$ cat src/rtl/regfile_write_arbiter.sv
// Arbitrates the single register-file write port between the WB stage and queued
// long-latency-unit results, with a starvation hold so queued results always drain.
module regfile_write_arbiter #(
    parameter int DEPTH        = 2,
    parameter int STARVE_LIMIT = 4
) (
    input  logic                     clock,
    input  logic                     reset,
    input  logic                     wb_write_enabled,
    input  logic [3:0]               wb_write_strobe,
    input  logic [4:0]               wb_write_address,
    input  logic [31:0]              wb_write_data,
    output logic                     wb_hold,
    input  logic                     llu_valid,
    output logic                     llu_ready,
    input  logic [4:0]               llu_address,
    input  logic [31:0]              llu_data,
    input  logic [4:0]               query_address,
    output logic                     query_pending,
    output logic                     rf_write_enabled,
    output logic [3:0]               rf_write_strobe,
    output logic [4:0]               rf_write_address,
    output logic [31:0]              rf_write_data,
    output logic [$clog2(DEPTH):0]   fifo_count
);

    localparam int              AW    = $clog2(DEPTH);
    localparam logic [AW:0]     FULL  = (AW + 1)'(DEPTH);
    localparam logic [3:0]      LIMIT = 4'(STARVE_LIMIT);

    logic [4:0]    addr_mem [DEPTH];
    logic [31:0]   data_mem [DEPTH];
    logic [AW-1:0] rd_ptr;
    logic [AW-1:0] wr_ptr;
    logic [AW:0]   count;
    logic [3:0]    starve;
    logic [3:0]    starve_next;
    logic          hold_flag;
    logic          push;
    logic          pop;
    logic          fifo_grant;
    logic          empty;
    logic [AW-1:0] offset;

    assign empty       = (count == '0);
    assign llu_ready   = (count != FULL);
    assign push        = llu_valid && llu_ready;
    assign pop         = fifo_grant;
    assign wb_hold     = hold_flag;
    assign fifo_count  = count;
    assign starve_next = starve + 4'd1;

    // Hold outranks WB; the FIFO is guaranteed non-empty whenever hold_flag is set.
    always_comb begin
        fifo_grant       = 1'b0;
        rf_write_enabled = 1'b0;
        rf_write_strobe  = '0;
        rf_write_address = '0;
        rf_write_data    = '0;
        if (!reset) begin
            if (hold_flag || (!wb_write_enabled && !empty)) begin
                fifo_grant       = 1'b1;
                rf_write_enabled = 1'b1;
                rf_write_strobe  = 4'b1111;
                rf_write_address = addr_mem[rd_ptr];
                rf_write_data    = data_mem[rd_ptr];
            end else if (wb_write_enabled) begin
                rf_write_enabled = 1'b1;
                rf_write_strobe  = wb_write_strobe;
                rf_write_address = wb_write_address;
                rf_write_data    = wb_write_data;
            end
        end
    end

    // An entry is live when its distance from the read pointer is below count.
    always_comb begin
        query_pending = 1'b0;
        offset        = '0;
        for (int i = 0; i < DEPTH; i++) begin
            offset = AW'(i) - rd_ptr;
            if (({1'b0, offset} < count) && (addr_mem[i] == query_address)
                && (query_address != 5'd0))
                query_pending = 1'b1;
        end
    end

    // NOTE: storage carries no reset; validity comes solely from the pointers and count.
    always_ff @(posedge clock) begin
        if (push) begin
            addr_mem[wr_ptr] <= llu_address;
            data_mem[wr_ptr] <= llu_data;
        end
    end

    always_ff @(posedge clock or posedge reset) begin
        if (reset) begin
            rd_ptr    <= '0;
            wr_ptr    <= '0;
            count     <= '0;
            starve    <= '0;
            hold_flag <= 1'b0;
        end else begin
            if (push) wr_ptr <= wr_ptr + 1'b1;
            if (pop)  rd_ptr <= rd_ptr + 1'b1;
            case ({push, pop})
                2'b10:   count <= count + 1'b1;
                2'b01:   count <= count - 1'b1;
                default: count <= count;
            endcase
            hold_flag <= 1'b0;
            if (pop || empty) begin
                starve <= '0;
            end else if (starve_next == LIMIT) begin
                starve    <= '0;
                hold_flag <= 1'b1;
            end else begin
                starve <= starve_next;
            end
        end
    end

endmodule
$ cat config.mk
export PLATFORM = sky130hd
export DESIGN_NAME = regfile_write_arbiter
export DESIGN_NICKNAME = d
export VERILOG_FILES = /design/src/rtl/regfile_write_arbiter.sv
export SDC_FILE = /design/constraint.sdc
export NUM_CORES = 1
export LEC_CHECK = 0
export CAP_MARGIN = 10
export CORE_MARGIN = 8
export CORE_UTILIZATION = 41
export DETAILED_ROUTE_END_ITERATION = 7
export PLACE_DENSITY = 0.75
export RECOVER_POWER = 25
export SLEW_MARGIN = 20
export SYNTH_ARGS = -nofsm -noshare
export SYNTH_HDL_FRONTEND = slang
export SYNTH_SLANG_ARGS = --single-unit
export TNS_END_PERCENT = 10
$ cat constraint.sdc
create_clock -name clock -period 2.95 [get_ports clock]
set_input_delay 0.59 -clock clock [delete_from_list [all_inputs] [get_ports clock]]
set_output_delay 0.59 -clock clock [all_outputs]
set_load 0.02 [all_outputs]
==> results.cfg, run 1 <==
[synth]
async_reset_ff_share_pct = 10.8
synthXorXnorAreaFrac_pct = 3.87
synth_area_leader_cell = edfxtp_1
yosys_warnings = 0
postSynthCellCount = 266
synthesis.area_um2 = 3620
synth_edf_count = 74
synth_top_family_by_area = multiplexers
synth_seq_area_share_pct = 67.7
synth.area.top_cells = edfxtp_1 61%, mux2i_1 10%, dfrtp_1 6.2%
synthMuxAreaShare_pct = 10.2
synth.avg_cell_area_um2 = 13.6
synth_compound_area_share_pct = 7.51
netlist.area_leader.share_pct = 61.4
synthAdderAreaFrac_pct = 0.692
synth-simple-area-share_pct = 7.40
synth-seq-cells = 83
synth.distinct_cells = 33
synth_flop_cell = edfxtp_1
synth_nets = 355

[drt]
drc = 0
wirelength_um = 8610
ant_nets = 0
drtIter0Drc = 48
via_per_inst = 4.83
drt-pass1-iter-count = 4
vias = 2536
avgRoutedWirePerCell_um = 16.4

[power_and_ir_drop]
ir_drop_v = 0.000375
p_leak_nw = 2.15
power_mw = 4.17
powerDensity_nw_per_um2 = 777

[timing]
hold_violations = 0
drv_slew = 0
setup_viol = 0
fin_crit_ps = 2810
worst_pin_slew_ps = 668
max_freq_ghz = 0.355
final.setup_skew_ps = 10.9
fin_setup_tns_ps = 0
rsz0062_at_grt = no
layout_setup_ws_ps = 135
slew_headroom_pct = 55.5
fin_crit_sh_pct = 95.4

[clock_tree]
cts_max_level = 3
clock-sinks = 83
clk_path_buf_depth = 2
post-cts-setup-buffer-count = 0
hold_buffers = 0
cts_tree = built
clkLatencyLatePin_ps = 340
cts_root_buf = clkbuf_8
path_clk_slew_ps = 70
numCtsBuffers = 9

[die]
die_area_um2 = 12100
initial_utilization_pct = 41.9
std_cell_rows = 34
die-height_um = 110
io_pins = 134
die_w_um = 110
core_um2 = 8640

[placed_design]
place_ws_ps = -143
routabilityCongestion = 0.700
dpl.hpwl_um = 6470
post_dp_cell_area_um2 = 5190
port_buffers = 133

[critical_path]
reg2reg_depth = 9
cpLargestDelayFamily = buffers and inverters
r2r-start = fifo_count[1]$_DFFE_PP0P_
end_kind = output port
worstPathRequired_ps = 2360
crit_buf_inv = 2
r2r-end = fifo_count[1]$_DFFE_PP0P_
slowest_stage = clkdlybuf4s50_1
reg2reg_slack_ps = 1040
crit_path_max_fanout = 4
worstSetupStartpointType = primary input
path_cells = clkdlybuf4s50_1 -> o21ba_1 -> o21ai_4 -> nand2_1 -> clkdlybuf4s50_1
path_class = in2out
crit_top_cell = clkdlybuf4s50_1
cp.arrival_ps = 2220
slowest_delay_ps = 570

[final_layout]
mostFrequentLayoutCells = 74 x edfxtp_1, 67 x clkdlybuf4s50_1, 40 x nand2_1, 40 x dlygate4sd2_1, 37 x mux2i_1
syn2layout_area_growth_pct = 48.5
drive_above_1_share_pct = 8.65
fin_util_pct = 62.2
mostFrequentLayoutCell = edfxtp_1
fin_area_um2 = 5370
fin_nets = 500
n_fill_cell = 685

[global_routing]
grt_use_total_pct = 14.5
use_met3_pct = 4.69
grt_max_degree = 38
top_usage_layer = met2
grt_pass1_wl_um = 13300
grt_remaining_overflow = 0
grt_pass1_vias = 2718
use_met2_pct = 25.6
grt_util_met1_pct = 16.3
grt_antenna_before_repair = 1

[run_status]
status = finished, final reports clean

[run]
drv_cap = 0

[worst_hold_path]
min_delay_worst_endpoint = starve[0]$_DFF_PP0_
hp-start = starve[0]$_DFF_PP0_
hold_path_depth = 1
hp-class = reg2reg
## repair_timing
item                       4_1_cts  5_1_grt
gates resized for setup         41        2
setup endpoints to repair       41        1
gates cloned                     0        0
## registers in the layout (all words and copies together), names as in the netlist
register,cells
fifo_count,2
addr_mem,10
rd_ptr,1
wr_ptr,1
data_mem,64
starve,4
wb_hold,1
## stage by stage
step | hold slack [ps] | cells
2_1_floorplan | 438 | 266
6_report | 468 | 525
5_1_grt | 492 | 525
4_1_cts | 469 | 524
3_5_place_dp | 459 | 508
3_3_place_gp | 456 | 508
## kinds of logic after synthesis
logic type	count (synthesis)
xor+xnor	16
mux	37
simple gates	62
flops	83
fa+ha+maj	2
buf+inv	18
compound gates	48
## metal layers
metal	wire, um	part of all wire, %
met3	547	6.4
met2	4430	51
met5	0	0
met4	46	0.53
met1	3590	42
## cell type report
class | instances | area (um^2) | share of cell area [%]
inverters | 4 | 15.0 | 0.279
repair buffers | 148 | 1450 | 26.9
clock buffers | 11 | 131 | 2.45
flip-flops and latches | 83 | 2450 | 45.6
well taps | 108 | 135 | 2.52
diodes | 1 | 2.50 | 0.0466
multi-input cells | 165 | 1090 | 20.3
clock inverters | 5 | 104 | 1.93
## Yosys cell counts (3+ instances only)
cell type  instances
a21oi_1            3
edfxtp_1          74
buf_2              8
o21ai_0           35
inv_1              3
xnor2_1            6
nor2_1             8
xor2_1            10
o21a_1             3
dfrtp_1            9
mux2i_1           37
nand2_1           40
nand2b_1           4
## how the worst max path moves through the flow
stage | start | endpoint | slack (ps) | cells after the start
6_report | wb_write_enabled | rf_write_enabled | 140 | 5
5_1_grt | wb_write_enabled | rf_write_enabled | 70 | 5
4_1_cts | query_address[4] | query_pending | 130 | 6
3_5_place_dp | query_address[4] | query_pending | -140 | 6
3_3_place_gp | query_address[4] | query_pending | -150 | 6
2_1_floorplan | fifo_count[0]$_DFFE_PP0P_ | addr_mem[0][0]$_DFFE_PP_ | 530 | 4
## where the power goes
group	total (mW)	switching, mW	internal (mW)
combinational	1.44	0.766	0.678
clock	0.945	0.381	0.563
sequential	1.79	0.185	1.60
Power figures use the tool's default switching activity.
==> run 2, diff against run 1 <==
--- a/config.mk
+++ b/config.mk
@@ -5,11 +5,9 @@
 export SDC_FILE = /design/constraint.sdc
 export NUM_CORES = 1
 export LEC_CHECK = 0
-export CAP_MARGIN = 10
-export CORE_MARGIN = 8
-export CORE_UTILIZATION = 41
+export CORE_UTILIZATION = 40
 export DETAILED_ROUTE_END_ITERATION = 7
-export PLACE_DENSITY = 0.75
+export PLACE_DENSITY = 0.73
 export RECOVER_POWER = 25
 export SLEW_MARGIN = 20
 export SYNTH_ARGS = -nofsm -noshare
==> run 2 against run 1 <==
  * Critical endpoint is now rf_write_strobe[3]
  * Largest power group unchanged
  * Via count up 2.5%
  * Clock power down 14%
  * Combinational power up 3%
  * Power down 2.9%
  * Global-route usage up 3.2 points
  * Sequential cell count unchanged
  * Critical path depth up 1
  * Sequential share of layout area down 0.074 points
  * Highest routed layer unchanged
  * Cell count down 0.95%
  * Clock skew down 0.53 ps
  * Die area down 22%
  * Final area up 0.16%
==> results.cfg, run 2 (same netlist as run 1, synthesis figures left out) <==
[final_layout]
drive_above_1_share_pct = 8.25
fin_nets = 496
reg.largest.list = data_mem (64), addr_mem (10), starve (4)
fin_util_pct = 61.7
mostFrequentLayoutCell = edfxtp_1
max_flop_register = data_mem
antenna_cells = 0
instances_no_fill = 520
mostFrequentLayoutCells = 74 x edfxtp_1, 70 x clkdlybuf4s50_1, 39 x nand2_1
largest_register_ffs = 64
syn2layout_area_growth_pct = 48.8

[timing]
setup_viol = 0
final.setup_skew_ps = 10.4
slew_headroom_pct = 64.4
worst_pin_slew_ps = 534
drv_slew = 0
rsz0062_at_grt = yes
fin_crit_ps = 2920
fin_hold_ws_ps = 485
fin_setup_tns_ps = 0
hold_violations = 0
max_freq_ghz = 0.342
fin_crit_sh_pct = 99.0

[global_routing]
grt_max_degree = 38
grt_use_total_pct = 17.7
grt_pass1_wl_um = 13000
grt_antenna_before_repair = 0
grt_remaining_overflow = 0
grt_pass1_vias = 2720

[drt]
via_per_inst = 5.00
wirelength_um = 7950
ant_nets = 0
vias = 2599
avgRoutedWirePerCell_um = 15.3
drt-pass1-iter-count = 4
drc = 0
drtIter0Drc = 107

[die]
die_area_um2 = 9430
die-height_um = 97.1
initial_utilization_pct = 41.5
core_um2 = 8720
std_cell_rows = 34
io_pins = 134
die_w_um = 97.1

[clock_tree]
cts_tree = built
clock-sinks = 83
clk_path_buf_depth = 2
clkLatencyLatePin_ps = 350
numCtsBuffers = 9
cts_root_buf = clkbuf_8
path_clk_slew_ps = 80
cts_max_level = 3

[placed_design]
routabilityCongestion = 0.738
dpl.hpwl_um = 5710
place_inst = 504
port_buffers = 133

[worst_hold_path]
hp-class = reg2reg
hp-start = starve[0]$_DFF_PP0_
hold_path_depth = 1

[power_and_ir_drop]
powerDensity_nw_per_um2 = 753
power_mw = 4.05
p_leak_nw = 2.28
ir_drop_v = 0.000351

[critical_path]
crit_path_max_fanout = 4
end_kind = output port
reg2reg_depth = 4
worstPathRequired_ps = 2360
crit_start = wb_write_enabled
r2r-start = fifo_count[0]$_DFFE_PP0P_
path_class = in2out
worstSetupStartpointType = primary input
cp.arrival_ps = 2330

[run_status]
status = finished, final reports clean

[run]
drv_cap = 0
==> run 2: cell count changes in the layout (fill, tap and decap cells not counted), sizes merged <==
cell,before,now
clkinvlp,0,2
clkdlybuf4s50,67,70
dlygate4sd2,40,25
clkbuf,13,10
inv,4,6
bufinv,3,1
buf,14,10
dlymetal6s2s,0,15
diode,1,0
dlygate4sd3,25,23
==> run 2: cell type report <==
cell class,count,area [um^2]
Clock inverter,7,76.3
Timing Repair Buffer,144,1490
Inverter,4,15.0
Tap cell,108,135
Sequential cell,83,2450
Clock buffer,9,124
Fill cell,695,3340
Multi-Input combinational cell,165,1090
==> run 2: timing repair <==
item / CTS / global route
pin swaps: 0 / 0
setup endpoints to repair: 25 / 16
gates resized for setup: 25 / 16
hold buffers: 0 / 0
buffers inserted: 0 / 0
==> run 2: critical path, cell delays in order <==
cell	delay (ps)
clkdlybuf4s50_1	500
o21ba_1	180
o21ai_4	250
inv_2	100
o21a_1	180
clkdlybuf4s50_1	530
==> run 2: path summary, 6_finish.rpt <==
check	to	slack, ps
max	rf_write_strobe[3]	30
min	starve[0]$_DFF_PP0_	480
max reg2reg	data_mem[0][8]$_DFFE_PP_	1160
min reg2reg	starve[0]$_DFF_PP0_	480
max in group asynchronous	rd_ptr$_DFFE_PP0P_	1690
min in group asynchronous	starve[3]$_DFF_PP0_	900
==> run 2: where the power goes <==
group	internal [mW]	total [mW]	switching, mW
Sequential	1.60	1.75	0.151
Clock	0.397	0.813	0.417
Combinational	0.687	1.49	0.801
==> run 2: routing by layer <==
| metal | share of wire (%) | vias up | track usage [%] |
|---|---|---|---|
| met5 | 0 | - | 0 |
| met4 | 1.1 | 0 | 6.20 |
| met3 | 6.0 | 9 | 4.10 |
| met2 | 52 | 92 | 30.3 |
| met1 | 41 | 1254 | 22.0 |
| li1 | - | 1244 | - |
==> run 2: through the flow <==
step | setup slack (ps) | instance area [um^2]
global placement | -158 | 5180
floorplan | 527 | 3620
global route | -47.6 | 5380
CTS | 0.316 | 5350
finish | 29.4 | 5380
detailed placement | -131 | 5180
